File: src/rtl/uart_rx_fifo_if.sv
// Bundle for uart_rx_fifo: serial line, option register and the Nios-side FIFO read port.
// The rts_n signal exists only when UART_RX_RTS_EN is defined.
interface uart_rx_fifo_if #(
  parameter int FIFO_AW = 4
) ();
  logic             serial_in;
  logic [7:0]       usr_options;
  logic             data_read_nios;
  logic             new_data;
  logic [7:0]       data_in_nios;
  logic             parity_err;
  logic             frame_err;
  logic             overrun;
  logic [FIFO_AW:0] fifo_count;
  logic             rx_busy;
`ifdef UART_RX_RTS_EN
  logic             rts_n;

  modport master (
    output serial_in, usr_options, data_read_nios,
    input  new_data, data_in_nios, parity_err, frame_err, overrun, fifo_count, rx_busy, rts_n
  );
  modport slave (
    input  serial_in, usr_options, data_read_nios,
    output new_data, data_in_nios, parity_err, frame_err, overrun, fifo_count, rx_busy, rts_n
  );
`else
  modport master (
    output serial_in, usr_options, data_read_nios,
    input  new_data, data_in_nios, parity_err, frame_err, overrun, fifo_count, rx_busy
  );
  modport slave (
    input  serial_in, usr_options, data_read_nios,
    output new_data, data_in_nios, parity_err, frame_err, overrun, fifo_count, rx_busy
  );
`endif
endinterface

File: src/rtl/uart_rx_fifo.sv
// UART receiver with its own oversampling baud generator, 5-8 bit framing and a read FIFO.
// Define UART_RX_RTS_EN to add the rts_n flow-control output driven from usr_options B5.
//
// state    | meaning
// IDLE     | waiting for a 1->0 edge on the synchronised line
// START    | confirming the start bit at mid-bit
// DATA     | sampling N data bits, LSB first
// PARITY   | sampling and checking the parity bit
// STOP1    | sampling the first stop bit
// STOP2    | sampling the second stop bit
// PUSH     | one cycle: write {ferr, perr, data} into the FIFO
// BRK_WAIT | line held low after a bad stop bit; wait for it to return high
module uart_rx_fifo #(
  parameter int CLK_FREQ   = 50000000,
  parameter int OVERSAMPLE = 16,
  parameter int FIFO_DEPTH = 16,
  parameter int FIFO_AW    = 4
) (
  input logic           sys_clk,
  input logic           reset,
  uart_rx_fifo_if.slave bus
);
  localparam int DIV_0 = (CLK_FREQ + 9600 * OVERSAMPLE / 2) / (9600 * OVERSAMPLE);
  localparam int DIV_1 = (CLK_FREQ + 19200 * OVERSAMPLE / 2) / (19200 * OVERSAMPLE);
  localparam int DIV_2 = (CLK_FREQ + 57600 * OVERSAMPLE / 2) / (57600 * OVERSAMPLE);
  localparam int DIV_3 = (CLK_FREQ + 115200 * OVERSAMPLE / 2) / (115200 * OVERSAMPLE);
  localparam int DIV_W = $clog2(DIV_0 + 1);
  localparam int SC_W  = $clog2(OVERSAMPLE);
  localparam logic [SC_W-1:0]  SC_HALF  = SC_W'(OVERSAMPLE / 2 - 1);
  localparam logic [SC_W-1:0]  SC_LAST  = SC_W'(OVERSAMPLE - 1);
  localparam logic [FIFO_AW:0] FULL_CNT = (FIFO_AW + 1)'(FIFO_DEPTH);

  typedef enum logic [2:0] {
    S_IDLE, S_START, S_DATA, S_PARITY, S_STOP1, S_STOP2, S_PUSH, S_BRK_WAIT
  } state_t;

  state_t             state_q, state_d;
  logic [SC_W-1:0]    sc_q, sc_d;
  logic [DIV_W-1:0]   div_q, div_d;
  logic [2:0]         bit_q, bit_d;
  logic [7:0]         data_q, data_d;
  logic               perr_q, perr_d;
  logic               ferr_q, ferr_d;
  logic [7:0]         opt_q, opt_d;
  logic               sync1_q, sync2_q, rx_prev_q;
  logic               rx_s, fall, tick, bit_tick;
  logic [2:0]         last_bit;

  logic [9:0]         mem_q [FIFO_DEPTH];
  logic [FIFO_AW-1:0] wr_ptr_q, wr_ptr_d, rd_ptr_q, rd_ptr_d;
  logic [FIFO_AW:0]   count_q, count_d;
  logic               overrun_q, overrun_d;
  logic               push, pop, wr_en;
  logic [9:0]         head;

  function automatic logic [DIV_W-1:0] div_load(input logic [1:0] baud);
    case (baud)
      2'd0:    div_load = DIV_W'(DIV_0 - 1);
      2'd1:    div_load = DIV_W'(DIV_1 - 1);
      2'd2:    div_load = DIV_W'(DIV_2 - 1);
      default: div_load = DIV_W'(DIV_3 - 1);
    endcase
  endfunction

  always_ff @(posedge sys_clk) begin
    if (!reset) begin
      sync1_q   <= 1'b1;
      sync2_q   <= 1'b1;
      rx_prev_q <= 1'b1;
    end else begin
      sync1_q   <= bus.serial_in;
      sync2_q   <= sync1_q;
      rx_prev_q <= sync2_q;
    end
  end

  assign rx_s     = sync2_q;
  assign fall     = rx_prev_q & ~sync2_q;
  assign tick     = (div_q == '0);
  assign bit_tick = tick && (sc_q == SC_LAST);
  assign last_bit = 3'd7 - {1'b0, opt_q[3:2]};

  always_ff @(posedge sys_clk) begin
    if (!reset) begin
      state_q <= S_IDLE;
      sc_q    <= '0;
      div_q   <= '0;
      bit_q   <= '0;
      data_q  <= '0;
      perr_q  <= 1'b0;
      ferr_q  <= 1'b0;
      opt_q   <= '0;
    end else begin
      state_q <= state_d;
      sc_q    <= sc_d;
      div_q   <= div_d;
      bit_q   <= bit_d;
      data_q  <= data_d;
      perr_q  <= perr_d;
      ferr_q  <= ferr_d;
      opt_q   <= opt_d;
    end
  end

  always_comb begin
    state_d = state_q;
    sc_d    = sc_q;
    div_d   = div_q;
    bit_d   = bit_q;
    data_d  = data_q;
    perr_d  = perr_q;
    ferr_d  = ferr_q;
    opt_d   = opt_q;

    // Baud down-counter only runs while a frame is in flight
    if (state_q != S_IDLE) begin
      if (tick) begin
        div_d = div_load(opt_q[7:6]);
        sc_d  = (sc_q == SC_LAST) ? '0 : sc_q + 1'b1;
      end else begin
        div_d = div_q - 1'b1;
      end
    end

    case (state_q)
      S_IDLE: begin
        if (fall) begin
          state_d = S_START;
          sc_d    = '0;
          div_d   = div_load(bus.usr_options[7:6]);
          opt_d   = bus.usr_options;
          bit_d   = '0;
          data_d  = '0;
          perr_d  = 1'b0;
          ferr_d  = 1'b0;
        end
      end
      S_START: begin
        if (tick && (sc_q == SC_HALF)) begin
          sc_d    = '0;
          state_d = rx_s ? S_IDLE : S_DATA;
        end
      end
      S_DATA: begin
        if (bit_tick) begin
          data_d[bit_q] = rx_s;
          bit_d         = bit_q + 3'd1;
          if (bit_q == last_bit) state_d = opt_q[0] ? S_PARITY : S_STOP1;
        end
      end
      S_PARITY: begin
        if (bit_tick) begin
          perr_d  = ((^data_q) ^ rx_s) != opt_q[1];
          state_d = S_STOP1;
        end
      end
      S_STOP1: begin
        if (bit_tick) begin
          if (!rx_s) ferr_d = 1'b1;
          state_d = opt_q[4] ? S_STOP2 : S_PUSH;
        end
      end
      S_STOP2: begin
        if (bit_tick) begin
          if (!rx_s) ferr_d = 1'b1;
          state_d = S_PUSH;
        end
      end
      S_PUSH: begin
        state_d = ferr_q ? S_BRK_WAIT : S_IDLE;
      end
      S_BRK_WAIT: begin
        if (rx_s) state_d = S_IDLE;
      end
      default: state_d = S_IDLE;
    endcase
  end

  assign push  = (state_q == S_PUSH);
  assign pop   = bus.data_read_nios && (count_q != '0);
  // A pop in the same cycle frees the slot, so a push into a full FIFO still lands
  assign wr_en = push && ((count_q != FULL_CNT) || pop);

  always_comb begin
    wr_ptr_d  = wr_ptr_q;
    rd_ptr_d  = rd_ptr_q;
    count_d   = count_q;
    overrun_d = overrun_q;
    if (wr_en) wr_ptr_d = wr_ptr_q + 1'b1;
    if (pop)   rd_ptr_d = rd_ptr_q + 1'b1;
    case ({wr_en, pop})
      2'b10:   count_d = count_q + 1'b1;
      2'b01:   count_d = count_q - 1'b1;
      default: count_d = count_q;
    endcase
    if (push && !wr_en) overrun_d = 1'b1;
    else if (pop)       overrun_d = 1'b0;
  end

  always_ff @(posedge sys_clk) begin
    if (!reset) begin
      wr_ptr_q  <= '0;
      rd_ptr_q  <= '0;
      count_q   <= '0;
      overrun_q <= 1'b0;
    end else begin
      wr_ptr_q  <= wr_ptr_d;
      rd_ptr_q  <= rd_ptr_d;
      count_q   <= count_d;
      overrun_q <= overrun_d;
    end
  end

  always_ff @(posedge sys_clk) begin
    if (wr_en) mem_q[wr_ptr_q] <= {ferr_q, perr_q, data_q};
  end

  // Head is gated while empty so stale storage never reaches the outputs
  assign head             = mem_q[rd_ptr_q];
  assign bus.new_data     = (count_q != '0);
  assign bus.data_in_nios = bus.new_data ? head[7:0] : 8'h00;
  assign bus.parity_err   = bus.new_data & head[8];
  assign bus.frame_err    = bus.new_data & head[9];
  assign bus.overrun      = overrun_q;
  assign bus.fifo_count   = count_q;
  assign bus.rx_busy      = (state_q != S_IDLE);

`ifdef UART_RX_RTS_EN
  localparam logic [FIFO_AW:0] RTS_HI = (FIFO_AW + 1)'(FIFO_DEPTH - 2);
  localparam logic [FIFO_AW:0] RTS_LO = (FIFO_AW + 1)'(FIFO_DEPTH / 2);
  logic rts_q, rts_d;

  always_comb begin
    rts_d = rts_q;
    if (!opt_q[5])              rts_d = 1'b0;
    else if (count_q >= RTS_HI) rts_d = 1'b1;
    else if (count_q <= RTS_LO) rts_d = 1'b0;
  end

  always_ff @(posedge sys_clk) begin
    if (!reset) rts_q <= 1'b0;
    else        rts_q <= rts_d;
  end

  assign bus.rts_n = rts_q;
`else
  logic unused_opt_b5;
  assign unused_opt_b5 = opt_q[5];
`endif
endmodule

File: src/flat_wrapper.sv
// flat-port wrapper written by rule: the top's interface ports become plain ports
module uart_rx_fifo_flat 
#(
  parameter int CLK_FREQ   = 50000000,
  parameter int OVERSAMPLE = 16,
  parameter int FIFO_DEPTH = 16,
  parameter int FIFO_AW    = 4
)
  (sys_clk, reset, bus_serial_in, bus_usr_options, bus_data_read_nios, bus_new_data, bus_data_in_nios, bus_parity_err, bus_frame_err, bus_overrun, bus_fifo_count, bus_rx_busy);
  uart_rx_fifo_if #(.FIFO_AW(FIFO_AW)) bus_i ();
  input logic sys_clk;
  input logic reset;
  input wire logic [$bits(bus_i.serial_in)-1:0] bus_serial_in;
  input wire logic [$bits(bus_i.usr_options)-1:0] bus_usr_options;
  input wire logic [$bits(bus_i.data_read_nios)-1:0] bus_data_read_nios;
  output wire logic [$bits(bus_i.new_data)-1:0] bus_new_data;
  output wire logic [$bits(bus_i.data_in_nios)-1:0] bus_data_in_nios;
  output wire logic [$bits(bus_i.parity_err)-1:0] bus_parity_err;
  output wire logic [$bits(bus_i.frame_err)-1:0] bus_frame_err;
  output wire logic [$bits(bus_i.overrun)-1:0] bus_overrun;
  output wire logic [$bits(bus_i.fifo_count)-1:0] bus_fifo_count;
  output wire logic [$bits(bus_i.rx_busy)-1:0] bus_rx_busy;
  assign bus_i.serial_in = bus_serial_in;
  assign bus_i.usr_options = bus_usr_options;
  assign bus_i.data_read_nios = bus_data_read_nios;
  assign bus_new_data = bus_i.new_data;
  assign bus_data_in_nios = bus_i.data_in_nios;
  assign bus_parity_err = bus_i.parity_err;
  assign bus_frame_err = bus_i.frame_err;
  assign bus_overrun = bus_i.overrun;
  assign bus_fifo_count = bus_i.fifo_count;
  assign bus_rx_busy = bus_i.rx_busy;
  uart_rx_fifo #(.CLK_FREQ(CLK_FREQ), .OVERSAMPLE(OVERSAMPLE), .FIFO_DEPTH(FIFO_DEPTH), .FIFO_AW(FIFO_AW)) u_core (.sys_clk(sys_clk), .reset(reset), .bus(bus_i));
endmodule
File: config.mk
export PLATFORM = sky130hd
export DESIGN_NAME = uart_rx_fifo_flat
export DESIGN_NICKNAME = d
export VERILOG_FILES = /design/src/rtl/uart_rx_fifo_if.sv /design/src/rtl/uart_rx_fifo.sv /design/src/flat_wrapper.sv
export SDC_FILE = /design/constraint.sdc
export NUM_CORES = 1
export LEC_CHECK = 0
export CAP_MARGIN = 20
export CORE_MARGIN = 2
export CORE_UTILIZATION = 61
export DETAILED_ROUTE_END_ITERATION = 8
export PLACE_DENSITY = 0.77
export SLEW_MARGIN = 5
export SYNTH_ARGS = -nofsm -noshare
export SYNTH_HDL_FRONTEND = slang
export SYNTH_SLANG_ARGS = --single-unit
File: constraint.sdc
create_clock -name sys_clk -period 3.4 [get_ports sys_clk]
set_input_delay 0.34 -clock sys_clk [delete_from_list [all_inputs] [get_ports sys_clk]]
set_output_delay 0.34 -clock sys_clk [all_outputs]
set_load 0.1 [all_outputs]
==> summary.md, run 1 <==
The run finished with clean final reports. Clock tree synthesis inserted a total of 22 buffers. Counting every instance in the synthesized netlist gives 640. After detailed routing, no signal wire sits above met4. The tree is rooted in a sky130_fd_sc_hd__clkbuf_16. For this run, the top clock speed supported by timing is 338 MHz.

The synthesized design contains 217 register bits. The type of destination of the critical path was an output port. The maximum cell stage delay along the critical path is 0.60 ns.

The slowest stage of the critical path is the sky130_fd_sc_hd__mux4_2 cell. The area of the die was 16300 um^2. Area of the mapped netlist: 9320 um^2. The run gives 3.06 ns as the critical path required time.

The path class of the lowest-slack min-delay path was in -> reg. The complex-gate fraction of the synthesized area was 0.0491; the routed length on met3 was 760 um. The run gives 0 as the final setup violation count. Setup repair after global routing left no endpoint under its margin.

The synthesized-area fraction occupied by and/or/nand/nor cells is 0.104, and the DRC marker count from the first detailed-route iteration is 454. For this block, the routed nets add up to 18100 um of wire. The final hold violation count was 0; the clock edge transition at the registers on the reported setup and hold paths was 0.06 ns. In this run, post-CTS hold repair placed 0 buffers. The detailed router placed 5353 vias in this run. Clock latency on the worst-skew pair, taken at its later pin, is 0.50 ns. Buffers placed on the I/O ports in this run total 28. For the worst setup path, the data arrival time is 2.62 ns. The logs give 5475 for the via count of the first global-routing pass and 715 for the final net count. The placed instance count is 848, and the adder-cell share of the synthesized area is 0.0255. Post-CTS timing repair inserted 0 buffers for setup. The worst register-to-register path has a depth of 10. The global placement routability congestion came out at 0.824.

After global routing the overflow that remains totals 0. In this run the remaining antenna-violating nets after routing total 0. Area added between synthesis and finish: 15.1%. Along the worst path, the maximum fanout reaches 40.

In the routed layout, each cell is associated on average with a via count of 6.03. Summed over all failing endpoints, the final setup total negative slack is 0 ns. The first global-routing pass estimated 28800 um of wire.

The tools report the half-perimeter wire length after detailed placement as 11400 um. Entering global routing, the biggest net connects 41 pins. The initial antenna violation count is 0. Depth of the CTS H-tree: 1. The floorplan step set the die width to 128 um. Number of pins with negative max-slew slack in the final report: 0. The tools report the remaining max-slew budget at the tightest pin as 0.352. The floorplan row count was 45; the routed length on met1 was 7700 um.

The post-synthesis share of cell area spent on xor and xnor gates was 0.0244; the antenna cell count was 0. The number of distinct standard cells referenced by the synthesized netlist is 52, and the vertical die dimension is 128 um. The mux cell area share after synthesis came out at 0.140. Most common flop cell mapped by yosys: sky130_fd_sc_hd__edfxtp_1.

The type of the worst setup path is reg -> out. In this run the deepest clock path goes through 3 buffers. After the flow finishes, the layout carries non-filler instances totaling 888.

The proportion of register bits with asynchronous set or reset after synthesis was 0; the number of gates resized after CTS was 0. The logs give 564 uV for the largest vdd supply drop and 0 for the remaining routing DRC violations. The main combinational cell family by area after synthesis was multiplexers. The total of warnings raised by yosys was 0. The total track usage is 0.230, and the final period demand of the worst path is 2.96 ns. The per-instance average area after synthesis works out to 14.6 um^2. The share of layout cells above drive strength 1 works out to 0.191.

The number of iterations in the first detailed-routing pass was 5. The number of nets in the synthesized netlist is 671. After floorplanning, the core was sized to cover 15100 um^2. TritonCTS built the clock tree. STA classifies the critical path startpoint as a flip-flop. The worst hold path passes through 3 cells. The actual slew at the worst max-slew pin works out to 0.969 ns. The clock drives 217 sinks. The fraction of the cycle the final worst path needs works out to 0.870.

The number of flops mapped to enable cells by yosys was 160; the number of max-capacitance violations reported was 0. The proportion of synthesized chip area in sequential cells is 0.638, and the number of I/O pins is 30. The analysis attributes to cell leakage a power of 0.00386 uW. The power density relative to cell area works out to 563 nW/um^2. Source of the worst hold timing path: bus_usr_options[2]. On the final layout, the worst clock skew is 0.00823 ns. The startpoint identified for the worst register-to-register timing path is u_core.state_q[1]. For the starting density of the core, the log shows 0.618.

The critical path goes through buf_12 -> mux4_2 -> mux4_2 -> and2_1 -> buf_12. The run gives 9350 um as the met2 wire length. The average wire per standard cell came out at 20.4 um.
-- cell type report --
| cell class | instances | area (um^2) |
|---|---|---|
| fill | 979 | 4370 |
| tap | 188 | 235 |
| clock inverter | 7 | 91.3 |
| multi-input combinational | 377 | 3200 |
| clock buffer | 33 | 633 |
| inverter | 15 | 56.3 |
| timing repair buffer | 51 | 561 |
| sequential | 217 | 5950 |
-- cell usage in the layout (no fill, tap or decap), drive strengths merged, types with 5 or more instances in the layout --
master	count
a21oi	32
and2	11
buf	35
clkbuf	33
clkdlybuf4s50	16
dfxtp	57
edfxtp	160
ha	19
inv	15
mux2i	18
mux4	50
nand2	64
nand2b	10
nand3	12
nor2	43
nor2b	5
nor3	15
nor3b	6
o21ai	10
xnor2	13
xor2	13
-- metal layers --
| metal | GRT usage | up-vias |
|---|---|---|
| met5 | 0 | - |
| met4 | 0.0549 | 0 |
| met3 | 0.0335 | 29 |
| met2 | 0.404 | 140 |
| met1 | 0.306 | 2674 |
| li1 | - | 2510 |
-- power breakdown --
part	leakage, uW	total, uW	internal [uW]	switching [uW]
Sequential	0.00213	2960	2870	91.9
Combinational	0.00138	672	275	397
Clock	0.000352	2410	1440	965
-- flip-flops by register name, indices dropped and copies added, names as in the netlist, named ones only --
name / count
u_core.bit_q: 3
u_core.bus.fifo_count: 5
u_core.bus.overrun: 1
u_core.data_q: 8
u_core.div_q: 9
u_core.ferr_q: 1
u_core.mem_q: 160
u_core.opt_q: 7
u_core.perr_q: 1
u_core.rd_ptr_q: 4
u_core.rx_prev_q: 1
u_core.rx_s: 1
u_core.sc_q: 4
u_core.state_q: 3
u_core.sync1_q: 1
u_core.wr_ptr_q: 4
-- synth_stat cells, drive strengths merged (2+ instances only) --
master,count,area share
o311ai,2,0.0019
a211o,2,0.0019
nand3b,3,0.0024
or2,2,0.0013
or3,4,0.0027
nand4,4,0.0027
nor3,15,0.0097
a21o,2,0.0016
inv,15,0.0060
o21ai,10,0.0054
nor2,43,0.017
nor4,4,0.0047
ha,19,0.026
nand2,64,0.026
o211ai,4,0.0032
xor2,13,0.012
a21oi,32,0.017
a32oi,2,0.0019
xnor2,13,0.012
and2,11,0.0074
a311oi,2,0.0019
mux4,50,0.12
mux2i,18,0.019
or4,2,0.0024
nor2b,5,0.0034
edfxtp,160,0.52
nand2b,10,0.0067
and3,2,0.0013
o31ai,4,0.0032
a21boi,2,0.0016
clkbuf,25,0.010
nor3b,6,0.0048
buf,6,0.0030
a31oi,4,0.0027
dfxtp,57,0.12
nand3,12,0.0064
-- worst max-delay path, delay by kind of cell, from the launching register on --
family / cells / cell delay [ns]
buffers and inverters: 2 / 0.47
AND/OR/NAND/NOR: 1 / 0.20
multiplexers: 2 / 1.08
flip-flops: 1 / 0.35
-- path summary, 6_finish.rpt --
check / end / slack, ns
min: u_core.opt_q[2] / 0.39
max: bus_data_in_nios[2] / 0.44
min reg2reg: u_core.rx_s / 0.41
max reg2reg: u_core.bus.fifo_count[2] / 0.54
-- per-stage QoR --
step | hold slack, ns | setup WS (ns) | util | power (uW) | area [um^2]
finish | 0.386 | 0.443 | 0.711 | 6040 | 10700
global route | 0.403 | 0.284 | 0.711 | 6250 | 10700
CTS | 0.378 | 0.408 | 0.711 | 6070 | 10700
detailed placement | 0.403 | 0.590 | 0.663 | 3680 | 10000
global placement | 0.399 | 0.710 | 0.663 | 3660 | 10000
floorplan | 0.386 | 0.00156 | - | 3540 | 9320
-- cells by family after synthesis --
| kind of cell | after synthesis |
|---|---|
| buffers and inverters | 46 |
| adders and majority gates | 19 |
| and+or+nand+nor | 191 |
| xor gates and xnor gates | 26 |
| AOI/OAI and AO/OA | 73 |
| DFF | 217 |
| muxes | 68 |
Note: power is estimated with default switching activity, not from simulation.
==> inputs of run 2 (changes only) <==
--- a/config.mk
+++ b/config.mk
@@ -7,9 +7,9 @@
 export LEC_CHECK = 0
 export CAP_MARGIN = 20
 export CORE_MARGIN = 2
-export CORE_UTILIZATION = 61
+export CORE_UTILIZATION = 40
 export DETAILED_ROUTE_END_ITERATION = 8
-export PLACE_DENSITY = 0.77
+export PLACE_DENSITY = 0.54
 export SLEW_MARGIN = 5
 export SYNTH_ARGS = -nofsm -noshare
 export SYNTH_HDL_FRONTEND = slang
==> summary.md, run 2 (synthesis gave the netlist of run 1 again) <==
The flow ran to the end, and the final reports show no timing, DRC or antenna violations. The run gives 6170 uW (+2.1%) as the total power of the final layout. The total area of sequential cells came out at 5950 um^2 (about the same).

For the number of clock buffers inserted by TritonCTS, the log shows 24 (+9.1%). The area of the die is 24500 um^2 (+51%), and the power density relative to cell area is 568 nW/um^2 (+0.93%). The maximum buffer depth of the clock tree is 3 (unchanged). For the via count of the first global-routing pass, the log shows 5475 (unchanged). The critical path ends at bus_parity_err. The top achievable clock speed is 317 MHz (-6.1%), and the remaining max-slew budget at the tightest pin is 0.347 (-0.00488).

Setup repair after global routing left no endpoint under its margin. The run gives 0.817 (-0.81%) as the global placement routability congestion. The critical path required time was 3.06 ns (about the same); the vertical die dimension was 157 um (+23%). The core region area came out at 22800 um^2 (+51%). The actual slew at the worst max-slew pin works out to 0.976 ns (+0.00730 ns). Final period demand of the worst path: 3.15 ns (+0.193 ns). The cell depth of the worst flop-to-flop path works out to 10 (unchanged). The global-route congestion overflow total is 0 (unchanged), and the share of layout cells above drive strength 1 is 0.197 (+0.00518). The worst setup skew after layout was 0.0133 ns (+0.00505 ns). The setup path with the least slack is of type reg -> out.

The largest registers in the layout are u_core.mem_q: 160 flops, u_core.div_q: 9 flops, u_core.data_q: 8 flops. The logs give 0 (unchanged) for the number of gates resized after CTS and 0 (unchanged) for the final hold violation count. For the final setup violation count, the log shows 0 (unchanged). The beginning of the worst register-to-register path was u_core.bus.fifo_count[0]. TritonCTS built the clock tree. In the layout the commonest cells are 160 x sky130_fd_sc_hd__edfxtp_1, 64 x sky130_fd_sc_hd__nand2_1, 52 x sky130_fd_sc_hd__dfxtp_1, 50 x sky130_fd_sc_hd__mux4_2, 43 x sky130_fd_sc_hd__nor2_1. The library cell used most frequently in the layout, excluding fill and tap cells, is sky130_fd_sc_hd__edfxtp_1. The largest vdd supply drop is 323 uV (-43%).

The flip-flop count of the largest register, all copies and words added was 160 (unchanged); the clock latency at the later pin of the worst-skew pair was 0.52 ns (+0.02 ns). The library cell contributing the largest single delay on the critical path was sky130_fd_sc_hd__dfxtp_2. The run gives 19500 um (+7.6%) as the wire length after detailed routing. The most repeated library cell on the critical path is sky130_fd_sc_hd__mux4_2. The logs give 0 (unchanged) for the remaining routing DRC violations and 0 ns (unchanged) for the final total negative setup slack.

STA classifies the critical path startpoint as a flip-flop. The DRC marker count from the first detailed-route iteration was 275 (-39%). The tools report the number of buffers added for setup after CTS as 0 (unchanged). For the multi-input logic area, the log shows 3200 um^2 (unchanged). The total of hold buffers inserted after clock tree synthesis was 0 (unchanged); the total via count after detailed routing was 5436 (+1.6%). Antenna cell count: 0 (unchanged).

The logs give 217 (unchanged) for the number of clock sinks and 1977 (+100%) for the number of fillers in the final layout. The starting density of the core came out at 0.409 (-0.208). The number of iterations in the first detailed-routing pass was 5 (unchanged); the depth of the CTS H-tree was 1 (unchanged). The tools report the final net count as 720 (+0.70%). The routed via count divided by cell count is 5.33 (-12%). The number of max-capacitance violations reported was 0 (unchanged); the average wire per standard cell was 19.1 um (-6.3%). The initial antenna violation count came out at 0 (unchanged). The total track usage was 0.165 (-0.0647); the share of the core filled with cells was 0.476 (-0.234). Endpoint arrival time on the critical path: 2.81 ns (+0.19 ns).

The number of I/O pins is 30 (unchanged). For the floorplan row count, the log shows 55 (+22%). Walking the worst path, the cells encountered are buf_12 -> mux4_2 -> mux4_2 -> and2_1 -> buf_4. The die span in x is 157 um (+23%). The area added between synthesis and finish is 16.4%, and the fraction of the cycle the final worst path needs is 0.926 (+0.0567). The tools report the maximum number of pins on one net before global-route repair as 41 (unchanged). The antenna violation net count after detailed routing was 0 (unchanged). Clock root buffer: sky130_fd_sc_hd__clkbuf_16. For the number of pins with negative max-slew slack in the final report, the log shows 0 (unchanged). The register bank with the most flops is u_core.mem_q. The port buffer count works out to 28 (unchanged).

The reg2reg setup slack came out at 0.56 ns (+0.02 ns). The tools report the type of destination of the critical path as an output port. The run gives 12400 um (+8.6%) as the half-perimeter wire length after detailed placement. The global-route wire length before repair was 30800 um (+6.9%).

The worst register-to-register path ends at u_core.bus.fifo_count[2]. Path class of the lowest-slack min-delay path: in -> reg. The maximum cell stage delay along the critical path is 0.59 ns (about the same). The clock edge transition at the registers on the reported setup and hold paths was 0.06 ns (about the same). The leakage power total is 0.00388 uW (+0.62%), and the peak fanout along the critical path is 20 (-50%).
run 2: changes by cell type in the layout (fill, tap and decap cells not counted), sizes merged:
cell,delta
clkinvlp,-1
bufinv,+1
buf,+3
clkinv,+8
clkbuf,-4
run 2: cell type report:
| type | instances | share of cell area |
|---|---|---|
| Sequential cell | 217 | 0.548 |
| Clock inverter | 15 | 0.0142 |
| Tap cell | 313 | 0.0361 |
| Timing Repair Buffer | 54 | 0.0445 |
| Inverter | 15 | 0.00519 |
| Multi-Input combinational cell | 377 | 0.294 |
| Clock buffer | 29 | 0.0571 |
run 2: worst min-delay path by stage:
stage / startpoint / end / slack [ns] / cells after the start
final: bus_usr_options[0] / u_core.opt_q[0] / 0.37 / 3
after global routing: bus_usr_options[0] / u_core.opt_q[0] / 0.37 / 3
after CTS: bus_usr_options[0] / u_core.opt_q[0] / 0.36 / 3
after detailed placement: u_core.sync1_q / u_core.rx_s / 0.39 / 1
after global placement: u_core.sync1_q / u_core.rx_s / 0.39 / 1
after floorplan: u_core.sync1_q / u_core.rx_s / 0.39 / 1
run 2: routing by layer:
layer | routed length (um) | GRT usage | vias up
met5 | 0 | 0 | -
met4 | 405 | 0.0415 | 0
met3 | 874 | 0.0249 | 29
met2 | 9350 | 0.274 | 141
met1 | 8890 | 0.228 | 2736
li1 | - | - | 2530
run 2: power breakdown:
group / total, uW / switching [uW] / internal (uW)
combinational: 676 / 401 / 275
clock: 2530 / 1000 / 1520
sequential: 2960 / 96.3 / 2870
total: 6170 / 1500 / 4660
run 2: critical path, delay by kind of cell, from the launching register on:
kind	cells	cell delay, ns
simple gates	1	0.17
buf+inv	2	0.50
mux	2	1.03
flops	1	0.59
run 2: per-stage QoR:
step | instance area, um^2 | instances | setup WS [ns] | hold WS [ns]
after global placement | 10100 | 976 | 0.656 | 0.393
after global routing | 10900 | 1020 | 0.123 | 0.368
after CTS | 10900 | 1020 | 0.172 | 0.365
after detailed placement | 10100 | 976 | 0.591 | 0.392
final | 10900 | 1020 | 0.250 | 0.375
after floorplan | 9320 | 640 | 0.00156 | 0.386
